File: config.mk
export PLATFORM = sky130hd
export DESIGN_NAME = sweep_sched_flat
export DESIGN_NICKNAME = d
export VERILOG_FILES = /design/src/rtl/sweep_sched_if.sv /design/src/rtl/sweep_sched.sv /design/src/flat_wrapper.sv
export SDC_FILE = /design/constraint.sdc
export NUM_CORES = 1
export LEC_CHECK = 0
export ABC_AREA = 1
export ABC_CLOCK_PERIOD_IN_PS = 4400
export CORE_UTILIZATION = 45
export CTS_CLUSTER_DIAMETER = 80
export DETAILED_ROUTE_END_ITERATION = 10
export PLACE_DENSITY_LB_ADDON = 0.05
export SLEW_MARGIN = 25
export SYNTH_ARGS = -nofsm -noshare
export SYNTH_HDL_FRONTEND = slang
export SYNTH_SLANG_ARGS = --single-unit
File: constraint.sdc
create_clock -name i_clk -period 4.4 [get_ports i_clk]
set_input_delay 1.1 -clock i_clk [delete_from_list [all_inputs] [get_ports i_clk]]
set_output_delay 1.1 -clock i_clk [all_outputs]
set_load 0.005 [all_outputs]
File: src/rtl/sweep_sched_if.sv
// Configuration and status bundle between the SPI register chain and the sweep scheduler.
// The master side drives the sweep configuration; the slave side is the scheduler itself.
interface sweep_sched_if #(
    parameter int W  = 16,
    parameter int DW = 16
);
    logic          i_start;
    logic          i_abort;
    logic [W-1:0]  i_start_step;
    logic [W-1:0]  i_stop_step;
    logic [W-1:0]  i_inc;
    logic [DW-1:0] i_dwell;
    logic          i_loop;
    logic [W-1:0]  o_step;
    logic          o_step_vld;
    logic          o_sine_sel;
    logic          o_busy;
    logic          o_done;

    modport master (
        output i_start, i_abort, i_start_step, i_stop_step, i_inc, i_dwell, i_loop,
        input  o_step, o_step_vld, o_sine_sel, o_busy, o_done
    );

    modport slave (
        input  i_start, i_abort, i_start_step, i_stop_step, i_inc, i_dwell, i_loop,
        output o_step, o_step_vld, o_sine_sel, o_busy, o_done
    );
endinterface

File: src/rtl/sweep_sched.sv
// Frequency-sweep scheduler: walks the sine phase step from start to stop, holding each value.
// Optional macro SWEEP_SCHED_PINGPONG_EN makes looping sweeps bounce between the end points.
module sweep_sched #(
    parameter int W  = 16,
    parameter int DW = 16
) (
    input logic          i_clk,
    input logic          i_rst,
    sweep_sched_if.slave bus
);

    typedef enum logic [1:0] {
        IDLE  = 2'd0,
        DWELL = 2'd1,
        DONE  = 2'd2
    } state_t;

    state_t        state_q, state_d;
    logic [W-1:0]  step_q, step_d;
    logic          vld_q, vld_d;
    logic          busy_q, busy_d;
    logic          done_q, done_d;
    logic [DW-1:0] cnt_q, cnt_d;
    logic [W-1:0]  startVal_q, startVal_d;
    logic [W-1:0]  stopVal_q, stopVal_d;
    logic [W-1:0]  inc_q, inc_d;
    logic [DW-1:0] dwell_q, dwell_d;
    logic          loop_q, loop_d;
    logic          up_q, up_d;

    logic [W:0]    sumUp;
    logic [W:0]    diffDn;
    logic          goUp;
    logic [W-1:0]  limit;
    logic          atEnd;
    logic [W-1:0]  nextStep;

    // Carry/borrow in the extra bit marks a step that ran off the end of the number range.
    assign sumUp  = {1'b0, step_q} + {1'b0, inc_q};
    assign diffDn = {1'b0, step_q} - {1'b0, inc_q};

`ifdef SWEEP_SCHED_PINGPONG_EN
    logic          fwd_q, fwd_d;
    logic [W-1:0]  revLimit;
    logic          revEnd;
    logic [W-1:0]  revStep;

    assign goUp     = fwd_q ? up_q : ~up_q;
    assign limit    = fwd_q ? stopVal_q : startVal_q;
    assign revLimit = fwd_q ? startVal_q : stopVal_q;
    assign revStep  = goUp ? diffDn[W-1:0] : sumUp[W-1:0];
    assign revEnd   = goUp ? (diffDn[W] || (diffDn[W-1:0] < revLimit))
                           : (sumUp[W]  || (sumUp[W-1:0]  > revLimit));
`else
    assign goUp  = up_q;
    assign limit = stopVal_q;
`endif

    assign nextStep = goUp ? sumUp[W-1:0] : diffDn[W-1:0];
    assign atEnd    = goUp ? (sumUp[W]  || (sumUp[W-1:0]  > limit))
                           : (diffDn[W] || (diffDn[W-1:0] < limit));

    always_ff @(posedge i_clk) begin
        if (i_rst) begin
            state_q    <= IDLE;
            step_q     <= '0;
            vld_q      <= 1'b0;
            busy_q     <= 1'b0;
            done_q     <= 1'b0;
            cnt_q      <= '0;
            startVal_q <= '0;
            stopVal_q  <= '0;
            inc_q      <= '0;
            dwell_q    <= '0;
            loop_q     <= 1'b0;
            up_q       <= 1'b1;
`ifdef SWEEP_SCHED_PINGPONG_EN
            fwd_q      <= 1'b1;
`endif
        end else begin
            state_q    <= state_d;
            step_q     <= step_d;
            vld_q      <= vld_d;
            busy_q     <= busy_d;
            done_q     <= done_d;
            cnt_q      <= cnt_d;
            startVal_q <= startVal_d;
            stopVal_q  <= stopVal_d;
            inc_q      <= inc_d;
            dwell_q    <= dwell_d;
            loop_q     <= loop_d;
            up_q       <= up_d;
`ifdef SWEEP_SCHED_PINGPONG_EN
            fwd_q      <= fwd_d;
`endif
        end
    end

    always_comb begin
        state_d    = state_q;
        step_d     = step_q;
        vld_d      = 1'b0;
        cnt_d      = cnt_q;
        startVal_d = startVal_q;
        stopVal_d  = stopVal_q;
        inc_d      = inc_q;
        dwell_d    = dwell_q;
        loop_d     = loop_q;
        up_d       = up_q;
`ifdef SWEEP_SCHED_PINGPONG_EN
        fwd_d      = fwd_q;
`endif

        case (state_q)
            IDLE: begin
                if (bus.i_start && !bus.i_abort) begin
                    state_d    = DWELL;
                    startVal_d = bus.i_start_step;
                    stopVal_d  = bus.i_stop_step;
                    inc_d      = (bus.i_inc == '0) ? W'(1) : bus.i_inc;
                    dwell_d    = bus.i_dwell;
                    loop_d     = bus.i_loop;
                    up_d       = (bus.i_start_step <= bus.i_stop_step);
`ifdef SWEEP_SCHED_PINGPONG_EN
                    fwd_d      = 1'b1;
`endif
                    step_d     = bus.i_start_step;
                    vld_d      = 1'b1;
                    cnt_d      = bus.i_dwell;
                end
            end
            DWELL: begin
                if (bus.i_abort) begin
                    state_d = IDLE;
                end else if (cnt_q != '0) begin
                    cnt_d = cnt_q - 1'b1;
                end else begin
                    cnt_d = dwell_q;
                    vld_d = 1'b1;
                    if (!atEnd) begin
                        step_d = nextStep;
                    end else if (!loop_q) begin
                        state_d = DONE;
                        vld_d   = 1'b0;
                    end else begin
`ifdef SWEEP_SCHED_PINGPONG_EN
                        // A range too narrow to turn around re-emits the current value.
                        fwd_d = ~fwd_q;
                        if (!revEnd) begin
                            step_d = revStep;
                        end
`else
                        step_d = startVal_q;
`endif
                    end
                end
            end
            DONE: begin
                state_d = IDLE;
            end
            default: begin
                state_d = IDLE;
            end
        endcase

        busy_d = (state_d == DWELL);
        done_d = (state_d == DONE);
    end

    assign bus.o_step     = step_q;
    assign bus.o_step_vld = vld_q;
    assign bus.o_sine_sel = busy_q;
    assign bus.o_busy     = busy_q;
    assign bus.o_done     = done_q;

endmodule
File: src/flat_wrapper.sv
// flat-port wrapper written by rule: the top's interface ports become plain ports
module sweep_sched_flat 
#(
    parameter int W  = 16,
    parameter int DW = 16
)
  (i_clk, i_rst, bus_i_start, bus_i_abort, bus_i_start_step, bus_i_stop_step, bus_i_inc, bus_i_dwell, bus_i_loop, bus_o_step, bus_o_step_vld, bus_o_sine_sel, bus_o_busy, bus_o_done);
  sweep_sched_if #(.W(W), .DW(DW)) bus_i ();
  input logic i_clk;
  input logic i_rst;
  input wire logic [$bits(bus_i.i_start)-1:0] bus_i_start;
  input wire logic [$bits(bus_i.i_abort)-1:0] bus_i_abort;
  input wire logic [$bits(bus_i.i_start_step)-1:0] bus_i_start_step;
  input wire logic [$bits(bus_i.i_stop_step)-1:0] bus_i_stop_step;
  input wire logic [$bits(bus_i.i_inc)-1:0] bus_i_inc;
  input wire logic [$bits(bus_i.i_dwell)-1:0] bus_i_dwell;
  input wire logic [$bits(bus_i.i_loop)-1:0] bus_i_loop;
  output wire logic [$bits(bus_i.o_step)-1:0] bus_o_step;
  output wire logic [$bits(bus_i.o_step_vld)-1:0] bus_o_step_vld;
  output wire logic [$bits(bus_i.o_sine_sel)-1:0] bus_o_sine_sel;
  output wire logic [$bits(bus_i.o_busy)-1:0] bus_o_busy;
  output wire logic [$bits(bus_i.o_done)-1:0] bus_o_done;
  assign bus_i.i_start = bus_i_start;
  assign bus_i.i_abort = bus_i_abort;
  assign bus_i.i_start_step = bus_i_start_step;
  assign bus_i.i_stop_step = bus_i_stop_step;
  assign bus_i.i_inc = bus_i_inc;
  assign bus_i.i_dwell = bus_i_dwell;
  assign bus_i.i_loop = bus_i_loop;
  assign bus_o_step = bus_i.o_step;
  assign bus_o_step_vld = bus_i.o_step_vld;
  assign bus_o_sine_sel = bus_i.o_sine_sel;
  assign bus_o_busy = bus_i.o_busy;
  assign bus_o_done = bus_i.o_done;
  sweep_sched #(.W(W), .DW(DW)) u_core (.i_clk(i_clk), .i_rst(i_rst), .bus(bus_i));
endmodule
==> metrics.md, run 1 <==
| Metric | Value |
|---|---|
| Slew Limit Headroom | `0.369` |
| Pin count of the biggest net entering global routing | `113` |
| Worst Max-Slew Pin Slew | `0.938 ns` |
| Peak fanout along the critical path | `33` |
| Worst path bufs/invs | `2` |
| Syn_nets | `1371` |
| WP data required | `4.66 ns` |
| Setup-failing EPs final | `0` |
| Sequential share of power | `0.327` |
| Die Height | `134 um` |
| Die W | `134 um` |
| Max-cap violation count | `0` |
| Sequential share of the synthesized area | `0.262` |
| Clock transition at path regs | `0.07 ns` |
| FILL cells | `1826` |
| Syn Inst Count | `1220` |
| #FFs+latches synth | `103` |
| First-pass GRT wire length | `37.1 mm` |
| Mean Syn Cell Area | `6.46 sq um` |
| Ys flop type | `dfxtp_1` |
| Port bufs | `88` |
| # diodes | `0` |
| Tmin final | `3.78 ns` |
| Delay-heaviest family, CP | `simple AND/OR/NAND/NOR gates` |
| Sequential standard cell area | `2060 sq um` |
| DR DRC count | `0` |
| Placer Congestion | `0.966` |
| Sw Pwr | `0.00134 W` |
| List of most frequent post-synthesis cells | `nand2_1, inv_1, nor2_1, a21oi_1, dfxtp_1` |
| Hold buffer count at cts | `0` |
| Area of the multi-input gates | `4890 sq um` |
| Hold Path Class | `register to register` |
| Lkg Pwr | `4.44 nW` |
| Mapped cell area | `7880 sq um` |
| Worst R2R Start | `u_core.bus.o_step[3]` |
| Core Area | `17200 sq um` |
| Unrepaired setup endpoints after global routing | `false` |
| Fin nets | `1423` |
| Post-DR wirelength/cell | `15.0 um` |
| Post-CTS setup buffers | `0` |
| H-tree levels | `3` |
| Most area-hungry cell type in the Yosys netlist | `dfxtp_1` |
| Clock tree buffer depth | `2` |
| Final WL | `22.5 mm` |
| Most used cell, CP | `nand2_1` |
| Async SR Flop Fraction | `0` |
| Share of total power in the clock network | `0.242` |
| Tcrit/Tclk final | `0.859` |
| Setup tns final | `0 ns` |
| Row cnt | `48` |
| Clock Root Buffer | `clkbuf_16` |
| Share of post-route cells with drive strength above 1 | `0.0337` |
| Synth area leaders | `dfxtp_1, nand2_1, ha_1, inv_1, a21oi_1` |
| Yosys warns | `0` |
| Critical path's slowest cell | `ha_1` |
| Most common cell in the netlist | `nand2_1` |
| Critical path startpoint | `u_core.bus.o_step[3]` |
| Clock Latency Late Sink | `0.36 ns` |
| Initial DRC count | `421` |
| CTS Buf Count | `9` |
| Full die area | `18000 sq um` |
| Yosys top cell area share | `0.262` |
| Ports | `89` |
| Max Slew Vio Count | `0` |
| Outcome | `completed` |
| Sw Ratio | `0.411` |
| Hold Startpoint | `u_core.startVal_q[8]` |
| EDFF count, synth | `0` |
| WS Path Type | `register to register` |
| Detailed Place HPWL | `17.0 mm` |
| Hold Vio Cnt, Final | `0` |
| DR vias | `7679` |
| Antenna-violating nets left | `0` |
| Initial antenna violation count | `0` |
| CP arrival | `4.03 ns` |
| GRT overflow | `0` |
| Pwr dens | `359 nW/um^2` |
| Clock Skew | `0.00886 ns` |
| Gr usage total | `0.261` |
| DR pass1 iterations | `5` |
| Number of global-route vias before repair | `7344` |
| Worst VDD drop | `0.000211 V` |
| Max frequency | `265 MHz` |
| CP max stage delay | `0.45 ns` |
| Internal | `0.00192 W` |
| Num Clock Sinks | `103` |
| Cell variety after synth | `44` |
| Post_cts resized | `0` |
| Worst setup EP type | `register` |
| Critical path startpoint category | `register` |
| Initial Util | `0.459` |
| Crit-path cells | `ha_1, inv_1, nor3_1, nand2_1, nand2_1, nand2_1, nand3_1, nand2_1, ha_1, nand2_1, inv_1, nand2_1, nor3_1, nand2_1, nand2_1, nand3_4, nand4_2, nand3_4, nor2_1, nor2_1` |
| Combinational share of power | `0.431` |
| Detail-routed via count per cell | `5.12` |
| CTS tree | `done` |
| Power, Total | `0.00326 W` |
| Area grow syn2layout | `15.4%` |
==> metrics by stage <==
| step | hold slack [ns] | utilization | area (sq um) | setup WS [ns] | instances |
|---|---|---|---|---|---|
| after floorplan | 0.430 | - | 7880 | 1.44 | 1220 |
| after global placement | 0.442 | 0.514 | 8820 | 0.695 | 1486 |
| after detailed placement | 0.447 | 0.514 | 8820 | 0.657 | 1486 |
| after CTS | 0.457 | 0.530 | 9090 | 0.637 | 1501 |
| after global routing | 0.475 | 0.530 | 9090 | 0.197 | 1501 |
| final | 0.457 | 0.530 | 9090 | 0.622 | 1501 |
==> final cells by class <==
class,instances,share of cell area
Sequential cell,103,0.227
Multi-Input combinational cell,892,0.537
Tap cell,225,0.0310
Clock inverter,5,0.00454
Timing Repair Buffer,96,0.105
Inverter,170,0.0704
Clock buffer,10,0.0252
==> worst paths after layout <==
| kind | to | slack (ns) | cells past startpoint |
|---|---|---|---|
| worst min-delay path | u_core.startVal_q[8] | 0.46 | 2 |
| worst min register to register | u_core.startVal_q[8] | 0.46 | 2 |
| worst max-delay path | u_core.bus.o_step[0] | 0.62 | 20 |
| worst max register to register | u_core.bus.o_step[0] | 0.62 | 20 |
==> worst min-delay path: stages, from the launching register on <==
cell     delay, ns
dfxtp_1       0.30
inv_1         0.06
a21oi_1       0.05
==> state kept, by name (all words and copies together) (netlist names) <==
register	cells
u_core.inc_q	16
u_core.startVal_q	16
u_core.cnt_q	16
u_core.goUp	1
u_core.limit	16
u_core.bus.o_busy	1
u_core.state_q	2
u_core.dwell_q	16
u_core.bus.o_step_vld	1
u_core.bus.o_done	1
u_core.bus.o_step	16
u_core.loop_q	1
==> layout by cell type (no fill, tap or decap), types with 2 or more instances in the layout <==
cell type	netlist	routed
and2_1	4	4
xor2_1	15	15
o21bai_1	6	6
inv_2	2	3
nor3_1	15	15
o221ai_1	3	3
clkinvlp_4	0	2
nand3_4	3	3
nand2_2	2	2
inv_1	165	165
nand2_1	278	278
inv_6	0	2
nor4_1	7	7
nand3_2	2	2
fa_1	2	2
nand3_1	80	80
nand4_1	10	10
xnor2_1	4	4
nor3b_1	2	2
nor2_2	3	4
o21a_1	3	3
buf_4	10	7
o21ai_0	94	94
a211oi_1	17	17
nand4_2	2	2
nor2_1	133	132
o211ai_1	6	6
ha_1	80	80
a21oi_1	110	110
clkbuf_16	0	9
dfxtp_1	103	103
clkdlybuf4s50_1	0	88
==> per-layer routing <==
metal | routed length [um] | vias up | part of all wire | track usage
li1 | - | 4058 | - | -
met1 | 10800 | 3449 | 0.48 | 0.341
met2 | 10200 | 142 | 0.45 | 0.434
met3 | 984 | 30 | 0.044 | 0.0510
met4 | 512 | 0 | 0.023 | 0.0749
met5 | 0 | - | 0 | 0
==> power by group through the flow <==
stage                     Combinational, W  Clock, W  Sequential (W)
after floorplan                    0.00104         0         0.00107
after global routing               0.00162  0.000841         0.00108
final                              0.00141  0.000790         0.00107
after global placement             0.00139         0         0.00109
after detailed placement           0.00140         0         0.00109
after CTS                          0.00141  0.000812         0.00107
==> logic make-up (layout without fill, tap and decap cells) <==
family | Yosys count | in the layout | share of synthesized area
compound gates | 247 | 247 | 0.172
simple gates | 543 | 543 | 0.293
fa+ha+maj | 82 | 82 | 0.132
xor+xnor | 19 | 19 | 0.0211
flops | 103 | 103 | 0.262
mux | 1 | 1 | 0.00127
buf+inv | 225 | 281 | 0.118
No activity file was read; power rests on OpenSTA's default activity.
==> run 2: changes to the inputs <==
--- a/config.mk
+++ b/config.mk
@@ -13,3 +13,3 @@
 export PLACE_DENSITY_LB_ADDON = 0.05
-export SLEW_MARGIN = 25
+export SLEW_MARGIN = 20
 export SYNTH_ARGS = -nofsm -noshare
==> constraint.sdc (replaced) <==
create_clock -name i_clk -period 4.4 [get_ports i_clk]
set_input_delay 0.88 -clock i_clk [delete_from_list [all_inputs] [get_ports i_clk]]
set_output_delay 0.88 -clock i_clk [all_outputs]
set_load 0.005 [all_outputs]
==> metrics.md, run 2 (synthesis results as in run 1) <==
| Metric | Value |
|---|---|
| Initial antenna violation count | `0` |
| Clock tree buffer depth | `2` |
| CTS tree | `done` |
| Row cnt | `48` |
| Minimum hold slack | `0.457 ns` |
| Worst Max-Slew Pin Slew | `0.851 ns` |
| Clock Root Buffer | `clkbuf_16` |
| Outcome | `completed` |
| Final WL | `22.5 mm` |
| Post_cts resized | `0` |
| Worst setup EP type | `register` |
| Ports | `89` |
| Critical path's slowest cell | `ha_1` |
| Setup tns final | `0 ns` |
| Die Height | `134 um` |
| # diodes | `0` |
| CTS Buf Count | `9` |
| Port bufs | `88` |
| Crit-path cells | `inv_1, ha_1, inv_1, nor3_1, nand2_1, nand2_1, nand2_1, nand3_1, nand2_1, ha_1, nand2_1, o21ai_0, a21oi_1, nand2_1, nand3_4, nand4_2, nand3_4, nor2_1, nor2_1` |
| Area of the multi-input gates | `4890 sq um` |
| Commonest non-fill, non-tap cells in the layout | `nand2_1, inv_1, nor2_1` |
| Hold Startpoint | `u_core.startVal_q[10]` |
| Hold buffer count at cts | `0` |
| Worst path bufs/invs | `2` |
| Pin count of the biggest net entering global routing | `113` |
| Hold Crit Endpoint | `u_core.startVal_q[10]` |
| Peak fanout along the critical path | `33` |
| Post-DP Area | `8840 sq um` |
| Slew Limit Headroom | `0.427` |
| Sequential standard cell area | `2060 sq um` |
| Most used cell, CP | `nand2_1` |
| Area grow syn2layout | `16.2%` |
| Clock Skew | `0.00898 ns` |
| Initial DRC count | `367` |
| Hold Path Class | `register to register` |
| Commonest non-fill, non-tap cell in the layout | `nand2_1` |
| Clock Latency Late Sink | `0.36 ns` |
| Final Cell Area | `9150 sq um` |
| Hold-critical path depth | `2` |
| DR DRC count | `0` |
| Hold Vio Cnt, Final | `0` |
| Tmin final | `3.72 ns` |
| Max frequency | `269 MHz` |
| DR pass1 iterations | `6` |
| Critical path startpoint category | `register` |
| DR vias | `7684` |
| GRT overflow | `0` |
| CP max stage delay | `0.47 ns` |
| Num Clock Sinks | `103` |
| Worst R2R Start | `u_core.inc_q[4]` |
| Detailed Place HPWL | `17.0 mm` |
| Die W | `134 um` |
| Placer Congestion | `0.904` |
| Worst R2R End | `u_core.bus.o_step[7]` |
| H-tree levels | `3` |
| Max Slew Vio Count | `0` |
| Post-DR wirelength/cell | `14.9 um` |
| CP arrival | `3.98 ns` |
| FF-to-FF path depth | `19` |
| Number of global-route vias before repair | `7313` |
| Pwr dens | `366 nW/um^2` |
| Antenna-violating nets left | `0` |
| Critical path startpoint | `u_core.inc_q[4]` |
| Gr usage total | `0.257` |
| WS Path Type | `register to register` |
| Initial Util | `0.459` |
| Lkg Pwr | `4.48 nW` |
| WP data required | `4.66 ns` |
| Reg-to-reg slack, setup | `0.68 ns` |
| Tcrit/Tclk final | `0.845` |
| Clock transition at path regs | `0.08 ns` |
| Core Area | `17200 sq um` |
| Detail-routed via count per cell | `5.11` |
| Worst VDD drop | `0.000207 V` |
| First-pass GRT wire length | `36.4 mm` |
| Unrepaired setup endpoints after global routing | `false` |
| Post-CTS setup buffers | `0` |
| Delay-heaviest family, CP | `simple AND/OR/NAND/NOR gates` |
| Fin nets | `1425` |
| FILL cells | `1833` |
| Setup-failing EPs final | `0` |
| Max-cap violation count | `0` |
| Share of post-route cells with drive strength above 1 | `0.0367` |
| Full die area | `18000 sq um` |
[run 2: layout make-up]
| class | instances | area share |
|---|---|---|
| timing repair buffer | 98 | 0.106 |
| multi-input combinational | 892 | 0.534 |
| tap | 225 | 0.0308 |
| clock buffer | 9 | 0.0246 |
| sequential | 103 | 0.225 |
| inverter | 170 | 0.0700 |
| clock inverter | 7 | 0.00943 |
[run 2: metal layers]
metal,vias to the layer above,global-route usage,share of wire
li1,4079,-,-
met5,-,0,0
met3,31,0.0438,0.048
met4,0,0.0899,0.025
met1,3402,0.331,0.47
met2,172,0.433,0.45
[run 2: worst max path at each step]
stage / to / depth (start not counted)
after floorplan: u_core.bus.o_step[10] / 23
after global placement: u_core.bus.o_step[4] / 19
after detailed placement: u_core.bus.o_step[3] / 19
after CTS: u_core.bus.o_step[3] / 19
after global routing: u_core.bus.o_step[0] / 21
final: u_core.bus.o_step[7] / 19
[run 2: worst reg2reg max path, stage by stage, from the launching register on]
cell	delay, ns
dfxtp_1	0.34
inv_1	0.06
ha_1	0.47
inv_1	0.10
nor3_1	0.19
nand2_1	0.07
nand2_1	0.22
nand2_1	0.12
nand3_1	0.12
nand2_1	0.07
ha_1	0.28
nand2_1	0.06
o21ai_0	0.28
a21oi_1	0.09
nand2_1	0.12
nand3_4	0.21
nand4_2	0.19
nand3_4	0.32
nor2_1	0.25
nor2_1	0.06
[run 2: stage by stage]
step | std cells | power, W | worst slack (ns) | utilization
after floorplan | 1220 | 0.00211 | 1.44 | -
after global placement | 1488 | 0.00248 | 0.762 | 0.515
after detailed placement | 1488 | 0.00249 | 0.696 | 0.515
after CTS | 1504 | 0.00338 | 0.651 | 0.533
after global routing | 1504 | 0.00361 | 0.266 | 0.533
final | 1504 | 0.00335 | 0.680 | 0.533
[run 2: where the power goes]
| part | switching [W] | leakage, nW | internal (W) | total (W) |
|---|---|---|---|---|
| logic | 0.000877 | 3.47 | 0.000529 | 0.00141 |
| registers | 0.0000599 | 0.849 | 0.00101 | 0.00107 |
| clock network | 0.000423 | 0.154 | 0.000455 | 0.000878 |
| total | 0.00136 | 4.48 | 0.00199 | 0.00335 |
